File: config.mk
export PLATFORM = sky130hd
export DESIGN_NAME = sm_tx_mapper
export DESIGN_NICKNAME = d
export VERILOG_FILES = /design/src/rtl/sm_tx_mapper.sv
export SDC_FILE = /design/constraint.sdc
export NUM_CORES = 1
export LEC_CHECK = 0
export ABC_AREA = 1
export BUFFER_PORTS_ARGS = -buffer_cell sky130_fd_sc_hd__buf_4
export CAP_MARGIN = 20
export CORE_ASPECT_RATIO = 0.8
export CORE_MARGIN = 1
export CORE_UTILIZATION = 45
export CTS_CLUSTER_SIZE = 30
export DETAILED_ROUTE_END_ITERATION = 10
export PLACE_DENSITY = 0.82
export SLEW_MARGIN = 30
export SYNTH_ARGS = -nofsm -noshare
export SYNTH_HDL_FRONTEND = slang
export SYNTH_SLANG_ARGS = --single-unit
File: constraint.sdc
create_clock -name clk -period 3 [get_ports clk]
set_input_delay 0 -clock clk [delete_from_list [all_inputs] [get_ports clk]]
set_output_delay 0 -clock clk [all_outputs]
set_load 0.02 [all_outputs]
File: src/rtl/sm_tx_mapper.sv
// Spatial-modulation transmit mapper: captures one b1/b2 frame and streams 8
// antenna/slot samples, with only the selected antenna per slot carrying a PAM symbol.
module sm_tx_mapper #(
  parameter int N = 32,
  parameter int Q = 22
) (
  input  logic         clk,
  input  logic         rst,
  input  logic         in_valid,
  output logic         in_ready,
  input  logic [7:0]   b1,
  input  logic [3:0]   b2,
  output logic         out_valid,
  input  logic         out_ready,
  output logic [N-1:0] out_r,
  output logic [N-1:0] out_i,
  output logic         out_last,
  output logic         busy
);

  typedef enum logic {IDLE, SEND} state_t;

  state_t     r_state;
  state_t     w_next;
  logic [2:0] r_cnt;
  logic [7:0] r_b1;
  logic [3:0] r_b2;
  logic       w_capture;
  logic       w_advance;
  logic       w_hit;
  logic [1:0] w_selI;
  logic [1:0] w_selQ;

  // Gray-coded PAM-4: bit 0 picks magnitude (1 or 3), bit 1 picks the sign.
  function automatic logic [N-1:0] pamLevel(input logic [1:0] bits);
    logic [N-1:0] mag;
    mag = bits[0] ? N'(1) : N'(3);
    mag = mag << Q;
    return bits[1] ? mag : -mag;
  endfunction

  assign w_capture = (r_state == IDLE) && in_valid;
  assign w_advance = (r_state == SEND) && out_ready;

  // Counter bit 2 selects the slot, bits 1:0 the antenna within it.
  assign w_hit  = r_cnt[2] ? (r_cnt[1:0] == r_b2[3:2]) : (r_cnt[1:0] == r_b2[1:0]);
  assign w_selI = r_cnt[2] ? r_b1[3:2] : r_b1[7:6];
  assign w_selQ = r_cnt[2] ? r_b1[1:0] : r_b1[5:4];

  always_ff @(posedge clk) begin
    if (rst) begin
      r_state <= IDLE;
      r_cnt   <= 3'd0;
      r_b1    <= 8'd0;
      r_b2    <= 4'd0;
    end else begin
      r_state <= w_next;
      if (w_capture) begin
        r_b1  <= b1;
        r_b2  <= b2;
        r_cnt <= 3'd0;
      end else if (w_advance) begin
        r_cnt <= r_cnt + 3'd1;
      end
    end
  end

  always_comb begin
    w_next    = r_state;
    in_ready  = 1'b0;
    out_valid = 1'b0;
    out_last  = 1'b0;
    busy      = 1'b0;
    out_r     = '0;
    out_i     = '0;
    case (r_state)
      IDLE: begin
        in_ready = 1'b1;
        if (in_valid) w_next = SEND;
      end
      SEND: begin
        out_valid = 1'b1;
        busy      = 1'b1;
        out_last  = (r_cnt == 3'd7);
        if (w_hit) begin
          out_r = pamLevel(w_selI);
          out_i = pamLevel(w_selQ);
        end
        if (out_ready && (r_cnt == 3'd7)) w_next = IDLE;
      end
      default: w_next = IDLE;
    endcase
  end

endmodule

==> flow_metrics.py <==
metrics = {
    "synth": {
        "netlist_area_sq_um": 1234,
        "ys_warn_count": 0,
        "ys_types": 18,
        "ys_ff_latch": 16,
        "yosysSeqAreaShare": 0.2596,
        "post_synth_inst_count": 177,
        "avgSynthCellArea_sq_um": 6.970,
    },
    "timing": {
        "finalHoldViolCount": 1,
        "hold_ws_ns": -0.002498,
        "fin_skew_ns": 0.006289,
        "finalCriticalPeriod_ns": 1.990,
        "finalSetupTns_ns": 0,
        "timing.fmax_mhz": 502.5,
        "rsz0062_at_grt": "no",
        "final_max_slew_viol_count": 0,
        "period_share": 0.6634,
        "finalSetupViolCount": 0,
    },
    "final_layout": {
        "diodes": 0,
        "layout-drive-gt1-share": 0.2260,
        "finalNonFillerCells": 244,
        "syn_to_final_growth_pct": 11.97,
        "fin_nets": 227,
    },
    "global_route": {
        "grt_pass1_vias": 774,
        "grt.overflow.total": 0,
        "grt_util_all_layers": 0.1394,
        "grt_max_degree": 21,
        "grt_antenna_before_repair": 0,
        "grt_pass1_wl_um": 3180,
    },
    "clocking": {
        "clk_path_buf_depth": 2,
        "path_clk_slew_ns": 0.10,
        "cts_tree": "done",
        "postCtsSetupRepairBufs": 0,
        "cts_resized": 0,
        "clock_latency_ns": 0.29,
        "htree_levels": 1,
        "cts_buffers": 3,
        "cts-root-buf": "clkbuf_4",
        "clock-sinks": 16,
    },
    "critical_path": {
        "critPathLaunch": "r_cnt[2]",
        "slowest_delay_ns": 0.56,
        "start_kind": "register",
        "cp_top_family": "simple AND/OR/NAND/NOR gates",
        "crit_required_ns": 3.00,
        "path_cells": "inv_1, nand2_1, nand3_1, nand2_1, nand3_2, nor2_1, buf_4",
        "end_kind": "primary output",
        "criticalPathCategory": "register to primary output",
        "worstPathMaxFanout": 13,
        "crit_path_top_delay_cell": "dfxtp_1",
        "cp_common_cell": "nand2_1",
        "r2r_start": "r_state",
        "cp.arrival_ns": 1.99,
        "path_buf_inv": 2,
    },
    "route": {
        "drt-initial-drc-count": 31,
        "routed_wl_um": 2188,
        "viasPerCell": 4.053,
        "final_antenna_net_count": 0,
        "drc": 0,
        "vias": 989,
        "wl_per_cell_um": 8.967,
        "drtPass1Iterations": 4,
    },
    "min_path": {
        "min_from": "b1[1]",
        "worstHoldPathType": "input pin to register",
    },
    "power": {
        "p_leak_nw": 0.7803,
        "peakVddDrop_mv": 0.2299,
        "power_density_nw_per_um2": 434.3,
    },
    "outcome": {
        "outcome": "finished with violations",
        "violations": "hold timing",
    },
    "floorplanning": {
        "rows": 16,
        "die-area_sq_um": 2956,
        "die_w_um": 60.54,
        "initial_core_util": 0.4891,
        "die-height_um": 48.83,
        "ios": 84,
        "coreArea_sq_um": 2522,
    },
    "placement": {
        "gp_congestion": 0.8612,
        "placedCellCount": 231,
        "hpwl_um": 1630,
        "numPortBuffers": 39,
    },
    "job": {
        "max-cap-violations": 0,
    },
}
[metrics by stage]
step | power, mW | cell area, sq um | util | worst slack, ns
after floorplan | 0.4563 | 1395 | - | 1.451
after global placement | 0.4473 | 1255 | 0.4975 | 1.400
after detailed placement | 0.4515 | 1255 | 0.4975 | 1.334
after CTS | 0.6021 | 1381 | 0.5476 | 1.000
after global routing | 0.6352 | 1381 | 0.5476 | 0.8233
final | 0.5999 | 1381 | 0.5476 | 1.010
[worst paths after layout]
kind	endpoint	cells after the start	slack [ns]
worst max-delay path	out_r[27]	7	1.01
worst min-delay path	r_b1[1]	3	-0.002
worst max register to register	r_b1[7]	5	1.72
worst min register to register	r_b1[2]	2	0.46
[Yosys cell counts]
| library cell | count | share of area |
|---|---|---|
| buf_4 | 61 | 0.37 |
| nand2_1 | 24 | 0.073 |
| inv_1 | 18 | 0.055 |
| nor2_1 | 18 | 0.055 |
| dfxtp_1 | 16 | 0.26 |
| o21ai_0 | 13 | 0.053 |
| a21oi_1 | 8 | 0.032 |
| o21ai_1 | 4 | 0.016 |
| nand3_1 | 3 | 0.012 |
| a211oi_1 | 2 | 0.012 |
| ha_1 | 2 | 0.020 |
| nand2_2 | 2 | 0.010 |
| buf_2 | 1 | 0.0041 |
| buf_6 | 1 | 0.0091 |
| clkbuf_1 | 1 | 0.0030 |
| conb_1 | 1 | 0.0030 |
| inv_2 | 1 | 0.0030 |
| nand3_2 | 1 | 0.0081 |
[timing repair]
action,4_1_cts,5_1_grt
hold endpoints to repair,9,0
endpoints found under the setup margin,0,0
hold buffers,9,0
[cells by family after synthesis]
family,count (synthesis),share of synthesized area
AOI/OAI and AO/OA,27,0.1136
other,1,0.003040
and+or+nand+nor,48,0.1582
adders and majority gates,2,0.02028
buffers and inverters,83,0.4452
DFF,16,0.2596
[final cells by class]
class                           count  area (sq um)
Fill cell                         261          1141
Multi-Input combinational cell    121         525.5
Timing Repair Buffer               48         382.9
Sequential cell                    16         320.3
Inverter                           19         71.32
Tap cell                           36         45.04
Clock buffer                        4         36.28
[layout by cell type, fill, tap and decap left out, drive strengths merged]
cell / count
inv: 19
buf: 39
a21oi: 8
dlygate4sd3: 9
conb: 44
nor2: 18
a211oi: 2
clkbuf: 4
ha: 2
nand2: 26
nand3: 4
dfxtp: 16
o21ai: 17
[state kept, by name (all words and copies together), names as in the netlist]
register	flops
r_cnt	3
r_b1	8
r_state	1
r_b2	4
[power by group]
part,switching (mW),internal [mW]
Sequential,0.0106,0.228
Combinational,0.144,0.0745
Clock,0.0693,0.0739
[tightest hold or removal path: stages]
cell     delay (ns)
buf_4          0.07
o21ai_0        0.07
a21oi_1        0.11
[per-layer routing]
metal	track usage	wire length [um]
met1	0.1826	928
met2	0.2234	997
met3	0.05040	243
met4	0.01894	18
met5	0	0
(Power assumes the default switching activity.)
